<file path="src/rtl/dmem_mmio_responder_pkg.sv">
// Address map, decode targets and STATUS register layout shared by the data-memory responder.
package dmem_mmio_responder_pkg;

    typedef enum logic [1:0] {
        TGT_RAM,
        TGT_MMIO,
        TGT_NONE
    } target_e;

    localparam logic [3:0] OFF_CYCLE  = 4'h0;
    localparam logic [3:0] OFF_LED    = 4'h4;
    localparam logic [3:0] OFF_TXDATA = 4'h8;
    localparam logic [3:0] OFF_STATUS = 4'hC;

    localparam int unsigned STATUS_EMPTY_BIT = 0;
    localparam int unsigned STATUS_FULL_BIT  = 1;
    localparam int unsigned STATUS_OVF_BIT   = 2;
    localparam int unsigned STATUS_COUNT_LSB = 16;

    // RAM is checked first so a base overlapping the RAM range still lands in RAM.
    function automatic target_e decode_target(input logic [31:0] addr,
                                              input logic [31:0] ram_bytes,
                                              input logic [31:0] mmio_base);
        if (addr < ram_bytes) begin
            return TGT_RAM;
        end
        if ((addr & 32'hFFFF_FFF0) == (mmio_base & 32'hFFFF_FFF0)) begin
            return TGT_MMIO;
        end
        return TGT_NONE;
    endfunction

endpackage

</file>
<file path="src/rtl/dmem_mmio_responder_if.sv">
// Core data-memory port plus the TX byte stream toward the downstream sink.
interface dmem_mmio_responder_if;
    logic        MemWrite;
    logic [31:0] ALUResult_M;
    logic [31:0] WriteData_M;
    logic [31:0] ReadData;
    logic [7:0]  tx_data;
    logic        tx_valid;
    logic        tx_ready;

    modport master (
        output MemWrite, ALUResult_M, WriteData_M, tx_ready,
        input  ReadData, tx_data, tx_valid
    );

    modport slave (
        input  MemWrite, ALUResult_M, WriteData_M, tx_ready,
        output ReadData, tx_data, tx_valid
    );
endinterface

</file>
<file path="src/rtl/dmem_mmio_responder_tx_fifo.sv">
// Circular TX byte FIFO; a push into a full FIFO is accepted only when a pop frees a slot.
module dmem_mmio_responder_tx_fifo #(
    parameter int unsigned DEPTH = 8,
    parameter int unsigned WIDTH = 8
) (
    input  logic                     clk_i,
    input  logic                     rst_ni,
    input  logic                     push_i,
    input  logic [WIDTH-1:0]         push_data_i,
    output logic                     push_ok_o,
    input  logic                     pop_i,
    output logic [WIDTH-1:0]         head_o,
    output logic [$clog2(DEPTH):0]   count_o,
    output logic                     empty_o,
    output logic                     full_o
);
    localparam int unsigned Aw = $clog2(DEPTH);
    localparam logic [Aw:0] FullCount = (Aw + 1)'(DEPTH);

    logic [WIDTH-1:0] mem_q [DEPTH];
    logic [Aw-1:0]    wr_ptr_q, wr_ptr_d;
    logic [Aw-1:0]    rd_ptr_q, rd_ptr_d;
    logic [Aw:0]      count_q, count_d;
    logic             pop_eff;

    assign empty_o   = (count_q == '0);
    assign full_o    = (count_q == FullCount);
    assign pop_eff   = pop_i && !empty_o;
    assign push_ok_o = push_i && (!full_o || pop_eff);
    assign head_o    = mem_q[rd_ptr_q];
    assign count_o   = count_q;

    always_comb begin
        wr_ptr_d = wr_ptr_q;
        rd_ptr_d = rd_ptr_q;
        count_d  = count_q;
        if (push_ok_o) begin
            wr_ptr_d = wr_ptr_q + Aw'(1);
        end
        if (pop_eff) begin
            rd_ptr_d = rd_ptr_q + Aw'(1);
        end
        if (push_ok_o && !pop_eff) begin
            count_d = count_q + (Aw + 1)'(1);
        end else if (!push_ok_o && pop_eff) begin
            count_d = count_q - (Aw + 1)'(1);
        end
    end

    // Storage is cleared so tx_data reads 0 out of reset.
    always_ff @(posedge clk_i or negedge rst_ni) begin
        if (!rst_ni) begin
            for (int i = 0; i < int'(DEPTH); i++) begin
                mem_q[i] <= '0;
            end
            wr_ptr_q <= '0;
            rd_ptr_q <= '0;
            count_q  <= '0;
        end else begin
            if (push_ok_o) begin
                mem_q[wr_ptr_q] <= push_data_i;
            end
            wr_ptr_q <= wr_ptr_d;
            rd_ptr_q <= rd_ptr_d;
            count_q  <= count_d;
        end
    end

endmodule

</file>
<file path="src/rtl/dmem_mmio_responder.sv">
// Data-memory responder: word RAM plus an MMIO page with cycle counter, LED, TX FIFO and status.
module dmem_mmio_responder
    import dmem_mmio_responder_pkg::*;
#(
    parameter int unsigned RAM_WORDS  = 64,
    parameter int unsigned FIFO_DEPTH = 8,
    parameter logic [31:0] MMIO_BASE  = 32'h1000_0000
) (
    input  logic                 clk,
    input  logic                 reset,
    dmem_mmio_responder_if.slave bus,
    output logic [7:0]           led
);
    localparam int unsigned RamAw    = $clog2(RAM_WORDS);
    localparam int unsigned CntW     = $clog2(FIFO_DEPTH) + 1;
    localparam logic [31:0] RamBytes = 32'(RAM_WORDS * 4);

    target_e          tgt;
    logic [3:0]       offset;
    logic [RamAw-1:0] ram_idx;
    logic             ram_we;
    logic             mmio_we;
    logic [31:0]      ram_q [RAM_WORDS];
    logic [31:0]      cycle_q, cycle_d;
    logic [7:0]       led_q, led_d;
    logic             ovf_q, ovf_d;
    logic             push_req;
    logic             push_ok;
    logic             pop;
    logic             fifo_empty;
    logic             fifo_full;
    logic [CntW-1:0]  fifo_count;
    logic [7:0]       fifo_head;
    logic [31:0]      status;

    always_comb begin
        tgt = decode_target(bus.ALUResult_M, RamBytes, MMIO_BASE);
    end

    assign offset       = {bus.ALUResult_M[3:2], 2'b00};
    assign ram_idx      = bus.ALUResult_M[RamAw+1:2];
    assign ram_we       = bus.MemWrite && (tgt == TGT_RAM);
    assign mmio_we      = bus.MemWrite && (tgt == TGT_MMIO);
    assign push_req     = mmio_we && (offset == OFF_TXDATA);
    assign pop          = !fifo_empty && bus.tx_ready;
    assign bus.tx_valid = !fifo_empty;
    assign bus.tx_data  = fifo_head;
    assign led          = led_q;
    assign status       = {16'(fifo_count), 13'b0, ovf_q, fifo_full, fifo_empty};

    dmem_mmio_responder_tx_fifo #(
        .DEPTH (FIFO_DEPTH),
        .WIDTH (8)
    ) u_tx_fifo (
        .clk_i       (clk),
        .rst_ni      (reset),
        .push_i      (push_req),
        .push_data_i (bus.WriteData_M[7:0]),
        .push_ok_o   (push_ok),
        .pop_i       (pop),
        .head_o      (fifo_head),
        .count_o     (fifo_count),
        .empty_o     (fifo_empty),
        .full_o      (fifo_full)
    );

    // Combinational read of the array gives the old word on a same-cycle write.
    always_ff @(posedge clk) begin
        if (ram_we) begin
            ram_q[ram_idx] <= bus.WriteData_M;
        end
    end

    always_comb begin
        bus.ReadData = '0;
        unique case (tgt)
            TGT_RAM:  bus.ReadData = ram_q[ram_idx];
            TGT_MMIO: begin
                case (offset)
                    OFF_CYCLE:  bus.ReadData = cycle_q;
                    OFF_LED:    bus.ReadData = {24'b0, led_q};
                    OFF_STATUS: bus.ReadData = status;
                    default:    bus.ReadData = '0;
                endcase
            end
            default:  bus.ReadData = '0;
        endcase
    end

    always_comb begin
        cycle_d = cycle_q + 32'd1;
        led_d   = led_q;
        ovf_d   = ovf_q;
        if (mmio_we) begin
            case (offset)
                OFF_CYCLE:  cycle_d = bus.WriteData_M;
                OFF_LED:    led_d = bus.WriteData_M[7:0];
                OFF_STATUS: begin
                    if (bus.WriteData_M[STATUS_OVF_BIT]) begin
                        ovf_d = 1'b0;
                    end
                end
                default: ;
            endcase
        end
        // Set has priority over a same-cycle clear.
        if (push_req && !push_ok) begin
            ovf_d = 1'b1;
        end
    end

    always_ff @(posedge clk or negedge reset) begin
        if (!reset) begin
            cycle_q <= '0;
            led_q   <= '0;
            ovf_q   <= 1'b0;
        end else begin
            cycle_q <= cycle_d;
            led_q   <= led_d;
            ovf_q   <= ovf_d;
        end
    end

endmodule

</file>
<file path="src/flat_wrapper.sv">
// flat-port wrapper written by rule: the top's interface ports become plain ports
module dmem_mmio_responder_flat import dmem_mmio_responder_pkg::*;
#(
    parameter int unsigned RAM_WORDS  = 64,
    parameter int unsigned FIFO_DEPTH = 8,
    parameter logic [31:0] MMIO_BASE  = 32'h1000_0000
)
  (clk, reset, led, bus_MemWrite, bus_ALUResult_M, bus_WriteData_M, bus_tx_ready, bus_ReadData, bus_tx_data, bus_tx_valid);
  dmem_mmio_responder_if bus_i ();
  input  logic clk;
  input  logic reset;
  output logic [7:0] led;
  input wire logic [$bits(bus_i.MemWrite)-1:0] bus_MemWrite;
  input wire logic [$bits(bus_i.ALUResult_M)-1:0] bus_ALUResult_M;
  input wire logic [$bits(bus_i.WriteData_M)-1:0] bus_WriteData_M;
  input wire logic [$bits(bus_i.tx_ready)-1:0] bus_tx_ready;
  output wire logic [$bits(bus_i.ReadData)-1:0] bus_ReadData;
  output wire logic [$bits(bus_i.tx_data)-1:0] bus_tx_data;
  output wire logic [$bits(bus_i.tx_valid)-1:0] bus_tx_valid;
  assign bus_i.MemWrite = bus_MemWrite;
  assign bus_i.ALUResult_M = bus_ALUResult_M;
  assign bus_i.WriteData_M = bus_WriteData_M;
  assign bus_i.tx_ready = bus_tx_ready;
  assign bus_ReadData = bus_i.ReadData;
  assign bus_tx_data = bus_i.tx_data;
  assign bus_tx_valid = bus_i.tx_valid;
  dmem_mmio_responder #(.RAM_WORDS(RAM_WORDS), .FIFO_DEPTH(FIFO_DEPTH), .MMIO_BASE(MMIO_BASE)) u_core (.clk(clk), .reset(reset), .bus(bus_i), .led(led));
endmodule
</file>
<file path="config.mk">
export PLATFORM = sky130hd
export DESIGN_NAME = dmem_mmio_responder_flat
export DESIGN_NICKNAME = d
export VERILOG_FILES = /design/src/rtl/dmem_mmio_responder_pkg.sv /design/src/rtl/dmem_mmio_responder_if.sv /design/src/rtl/dmem_mmio_responder_tx_fifo.sv /design/src/rtl/dmem_mmio_responder.sv /design/src/flat_wrapper.sv
export SDC_FILE = /design/constraint.sdc
export NUM_CORES = 2
export LEC_CHECK = 0
export ABC_CLOCK_PERIOD_IN_PS = 3100
export CORE_ASPECT_RATIO = 1.4
export CORE_UTILIZATION = 45
export CTS_CLUSTER_SIZE = 24
export DETAILED_ROUTE_END_ITERATION = 16
export SLEW_MARGIN = 10
export SYNTH_ARGS = -nofsm -noshare
export SYNTH_HDL_FRONTEND = slang
export SYNTH_SLANG_ARGS = --single-unit
</file>
<file path="constraint.sdc">
create_clock -name clk -period 3.1 [get_ports clk]
set_input_delay 0.31 -clock clk [delete_from_list [all_inputs] [get_ports clk]]
set_output_delay 0.31 -clock clk [all_outputs]
set_load 0.05 [all_outputs]
</file>
Word-level counts from Yosys, hierarchy flattened --
Memory sizes are Yosys's and may differ from the RTL's. Index checks and enable logic that the tools add are counted.
Operators by class: multipliers 0, eq/ne operators 6, div/mod/pow operators 0, order comparisons 4, multiplexer cells 25, bitwise operators 2, shift operators 0, add/subtract/negate cells 5, reductions and logical operators 24
Operator list (number):
- 32-bit one-hot mux with 3 select lines | 1
- 64-bit bitwise mux | 1
- 32-bit two-way mux | 2
- 32-bit one-hot mux with 2 select lines | 1
- 32-bit by 1-bit adder with 32-bit output (second input constant) | 1
- 32-bit by 9-bit < comparator with 1-bit output (second input constant) | 1
- 28-bit by 25-bit equality test with 1-bit output (second input constant) | 1
- 8-bit binary-select mux with 3-bit select | 1
- 8-bit demux with 3-bit select | 1
- 8-bit two-way mux | 3
- 1-bit logical AND | 10
- 1-bit two-way mux | 9
- 4-bit greater-or-equal comparator (second input constant) | 2
- 4-bit zero test | 2
- 2-bit two-way mux | 4
- 4-bit two-way mux | 2
- 3-bit inverter with 4-bit output | 2
- 2-bit nonzero test | 4
- 3-bit by 1-bit adder with 3-bit output (second input constant) | 2
- 4-bit by 1-bit adder with 4-bit output (second input constant) | 1
- 2-bit by 1-bit equality test with 1-bit output (second input constant) | 2
- 2-bit equality test (second input constant) | 2
- 4-bit equality test (second input constant) | 1
- 1-bit zero test | 4
- 6 further kinds | 6
Word-level totals: bits of input ports 68, memories kept 1, bits in latches 0, register bits 115, output and inout bits 49, ROM bits 0, RAM bits 2048
Memory list:
- u_core.ram_q | depth 64, bits a word 32, read ports 1, clocked after Yosys merged registers in 0, wr ports 1, line dmem_mmio_responder.sv:23 | logic [31:0] ram_q [RAM_WORDS];

Logic depth before layout (Yosys ltp) --
word-level depth 13, gate-level depth with buffers 14, gate-level depth less buffers 12

Modules after synthesis --
Synthesis repeated with hierarchy kept, for this count alone.
Unflattened totals: cell total of the unflattened synthesis 3961, area, all modules 84332.1 um2
By module, submodules not included:
- dmem_mmio_responder | instances 1, area each 80726.2 um2, cells each 3735, sequential area each 62525.0 um2
- dmem_mmio_responder_tx_fifo | instances 1, area each 3606.0 um2, cells each 226, sequential area each 1851.8 um2

Worst setup path after synthesis --
No wires, ideal clock.
kind input to output, from input bus_ALUResult_M[2], to output bus_ReadData[22], stages 11, slack -597 ps, buffers on the path 6, arrival 3387 ps, cells stage by stage buf_4 buf_4 buf_4 buf_4 buf_4 buf_4 nor3_1 o41ai_1 a21oi_1 a21oi_1 o41ai_1
Between the ends: cells in the longest elaborated chain, start to end 5
RTL lines:
- start: declaration | line flat_wrapper.sv:14 | input wire logic [$bits(bus_i.ALUResult_M)-1:0] bus_ALUResult_M;
- 32-bit by 9-bit < comparator with 1-bit output | line dmem_mmio_responder_pkg.sv:24 | if (addr < ram_bytes) begin
- 1-bit two-way mux | line dmem_mmio_responder_pkg.sv:24
- 2-bit two-way mux | line dmem_mmio_responder_pkg.sv:27 | if ((addr & 32'hFFFF_FFF0) == (mmio_base & 32'hFFFF_FFF0)) begin
- 2-bit by 1-bit equality test with 1-bit output or 2-bit zero test (tied branches) | line dmem_mmio_responder.sv:76 | unique case (tgt)
- 32-bit one-hot mux with 2 select lines * | line dmem_mmio_responder.sv:76
- end: declaration | line flat_wrapper.sv:17 | output wire logic [$bits(bus_i.ReadData)-1:0] bus_ReadData;
Every way passes the cells marked *; elsewhere a longest branch is shown, timed or not.

Worst setup path in the final report --
from memory u_core.ram_q[3][1], to output bus_ReadData[1]
Between the ends: cells in the longest elaborated chain, start to end 2
RTL lines (line):
- start: declaration | dmem_mmio_responder.sv:23
- memory read 64 x 32 bit
- 32-bit one-hot mux with 2 select lines | dmem_mmio_responder.sv:76
Every way passes these cells.

==> out/metrics.csv <==
stage;metric;value;unit
power_and_ir_drop;peakVddDrop;0.0005957;V
timing;finalClockSkew;0.02068;ns
worst_setup_path;cpLargestDelayFamily;multiplexers;
synth;synth_cell_types;73;
timing;rsz0062_at_grt;true;
worst_setup_path;crit_path_end_kind;output port;
grt;busiest_layer;met2;
timing;setup_ws;-0.4145;ns
floorplanning;placeableCoreArea;0.1855;mm²
timing;slew_viol_final;0;
floorplanning;die_w;367.5;µm
status;violations;negative setup slack;
worst_setup_path;crit_slowest_cell;mux4_2;
layout;layout_commonest_cell;edfxtp_1;
run;maxCapViolCount;0;
routing;ant_nets;0;
power_and_ir_drop;p_leak;34.55;nW
grt;grt_max_degree;75;
worst_setup_path;path_cells;mux4_2 -> mux4_2 -> mux2_4 -> o211ai_1 -> o21ai_2 -> buf_6;
power_and_ir_drop;pwr_density_cell;579.1;mW/mm²
worst_setup_path;arrival;3.20;ns
cts;cts_buffer_depth;3;
synth;async_flop_share;5.317;%
grt;use_met1;36.72;%
floorplanning;start_util;45.36;%
routing;drt-wirelength-per-cell;36.37;µm
worst_setup_path;path_buf_inv;1;
timing;setup_viol;23;
worst_setup_path;worst_ep_required_time;2.79;ns
placed_design;gp_congestion;0.9512;
placed_design;dp.cells;7108;
synth;yosysSeqAreaShare;76.49;%
cts;cts_buffers;195;
synth;yosys_warnings;0;
synth;synthCells;3998;
routing;routed_wl;271900;µm
layout;design_area;0.1039;mm²
floorplanning;dieArea;0.1888;mm²
cts;clock-root-buffer;clkbuf_16;
layout;utilization;56.00;%
placed_design;io_buffers;114;
cts;clkSinkCount;2163;
synth;netlist_area;0.08416;mm²
timing;tightest_slew;1.195;ns
worst_setup_path;critPathLaunchType;flop;
worst_setup_path;cp_slowest_stage_delay;0.61;ns
worst_hold_path;hold_path.class;in -> reg;
grt;grt_pass1_vias;46420;
layout;final_layout_size_suffix_gt1_share;39.36;%
layout;stdcell_count;7477;
synth;synth_area_per_cell;21.05;µm²
placed_design;place_area;0.09594;mm²
cts;ctsHtreeMaxLevel;4;
routing;vias;46490;
timing;slew_headroom;20.30;%
placed_design;dp_hpwl;184500;µm
synth;synth-seq-cells;2163;
floorplanning;io_pins;117;
layout;nets;4920;
worst_setup_path;path_common_cell;mux4_2;
worst_setup_path;crit_type;reg -> out;
power_and_ir_drop;power;60.17;mW
routing;vias_per_cell;6.218;
synth;synth_edf_count;2048;
grt;grtUsageMet2;48.32;%
grt;met3_usage;4.276;%
timing;finalHoldViolations;0;
grt;grt-ovfl-total;0;
routing;drt_first_pass_iters;6;
timing;min_period;3.514;ns
timing;clock.fmax;284.5;MHz
layout;final_cell_mix;edfxtp_1, buf_4, mux4_2, buf_12, clkbuf_16;
cts;clkLatencyLatePin;0.85;ns
grt;grt_pass1_wl;372900;µm
floorplanning;die_y;513.7;µm
synth;ys.flop_type;edfxtp_1;
grt;grtUsageTotal;28.81;%
layout;syn2layout_area_growth;23.46;%
floorplanning;num_rows;187;
timing;period_share;113.4;%
synth;synth_nets;4073;
status;status;finished with violations;
worst_setup_path;critical_path.max_fanout;1;
cts;cts_tree;done;
grt;antenna_found_initial;8;
routing;first_iter_violations;6307;
cts;path_clk_slew;0.06;ns
routing;route.detailed.drc;0;
==> timing repair <==
item / in CTS / in global routing
hold buffers: 8 / 0
endpoints found under the setup margin: 32 / 31
hold endpoints to repair: 186 / 0
cloned: 0 / 1
resized for setup: 312 / 48
pin swaps: 78 / 35
buffers inserted: 6 / 4
==> layout make-up <==
type / count / area (µm²)
Clock buffer: 240 / 5100
Multi-Input combinational cell: 1602 / 20450
Timing Repair Buffer: 876 / 9509
Inverter: 7 / 31.28
Sequential cell: 2163 / 64380
Tap cell: 2457 / 3074
Clock inverter: 127 / 1344
Antenna cell: 5 / 12.51
Fill cell: 13870 / 81640
==> synthesized netlist by cell type, drive strengths merged, types with 18 or more instances <==
| cell | instances | area share (%) |
|---|---|---|
| a221oi | 23 | 0.24 |
| clkbuf | 78 | 0.36 |
| mux2 | 100 | 1.3 |
| nor2 | 149 | 0.66 |
| mux4 | 486 | 13 |
| xor2 | 22 | 0.23 |
| edfxtp | 2048 | 73 |
| o22ai | 90 | 0.67 |
| nand3 | 38 | 0.23 |
| o21ai | 43 | 0.26 |
| a22oi | 43 | 0.38 |
| nand2 | 131 | 0.59 |
| a21oi | 62 | 0.37 |
| a211oi | 18 | 0.16 |
| dfrtp | 115 | 3.4 |
| mux2i | 139 | 1.7 |
| buf | 148 | 0.96 |
| nor3 | 30 | 0.19 |
==> flip-flops by register name (all words and copies together), names as in the netlist <==
name,cells
u_core.ram_q,2048
u_core.u_tx_fifo.mem_q,64
u_core.cycle_q,32
u_core.led,8
u_core.u_tx_fifo.count_o,4
u_core.u_tx_fifo.rd_ptr_q,3
u_core.u_tx_fifo.wr_ptr_q,3
u_core.ovf_q,1
==> path summary, 6_finish.rpt <==
kind / start / endpoint / slack, ns / depth (start not counted)
worst max-delay path: u_core.ram_q[3][1]$_DFFE_PP_ / bus_ReadData[1] / -0.41 / 6
worst min-delay path: bus_WriteData_M[9] / u_core.ram_q[6][9]$_DFFE_PP_ / 0.05 / 1
worst max register to register: u_core.u_tx_fifo.count_o[1]$_DFFE_PN0P_ / u_core.u_tx_fifo.count_o[3]$_DFFE_PN0P_ / 0.35 / 14
worst min register to register: u_core.u_tx_fifo.mem_q[44]$_DFFE_PN0P_ / u_core.u_tx_fifo.mem_q[44]$_DFFE_PN0P_ / 0.50 / 1
max in group asynchronous: reset / u_core.u_tx_fifo.mem_q[58]$_DFFE_PN0P_ / 2.21 / 3
min in group asynchronous: reset / u_core.led[0]$_DFFE_PN0P_ / 0.06 / 2
==> where the power goes <==
group	switching [mW]	internal [mW]
Clock	11.0	13.6
Sequential	0.00332	31.9
Combinational	2.21	1.42
Total	13.2	47.0
==> per-layer routing <==
| metal | vias up | share of wire [%] | wire length [µm] |
|---|---|---|---|
| met5 | - | 0.0048 | 13 |
| met4 | 2 | 5.6 | 15340 |
| met3 | 525 | 7.5 | 20380 |
| met2 | 2538 | 50 | 135600 |
| met1 | 24940 | 37 | 100600 |
| li1 | 18490 | - | - |
==> cells by family after synthesis <==
kind of cell / after synthesis / share of synthesized area, %
flops: 2163 / 76.49
mux: 725 / 16.00
simple gates: 458 / 2.597
compound gates: 374 / 3.054
buf+inv: 233 / 1.351
xor+xnor: 38 / 0.3954
fa+ha+maj: 7 / 0.1130
==> per-stage QoR <==
step	TNS (ns)	worst slack, ns	hold slack (ns)
after floorplan	-1050.62	-0.5471	0.01441
after global placement	-777.60	-0.9231	0.3843
after detailed placement	-577.12	-0.7923	0.3895
after CTS	-3.735	-0.4319	0.007372
after global routing	-3.937	-0.4629	0.06307
final	-2.866	-0.4145	0.05264
Note: power is estimated with default switching activity, not from simulation.
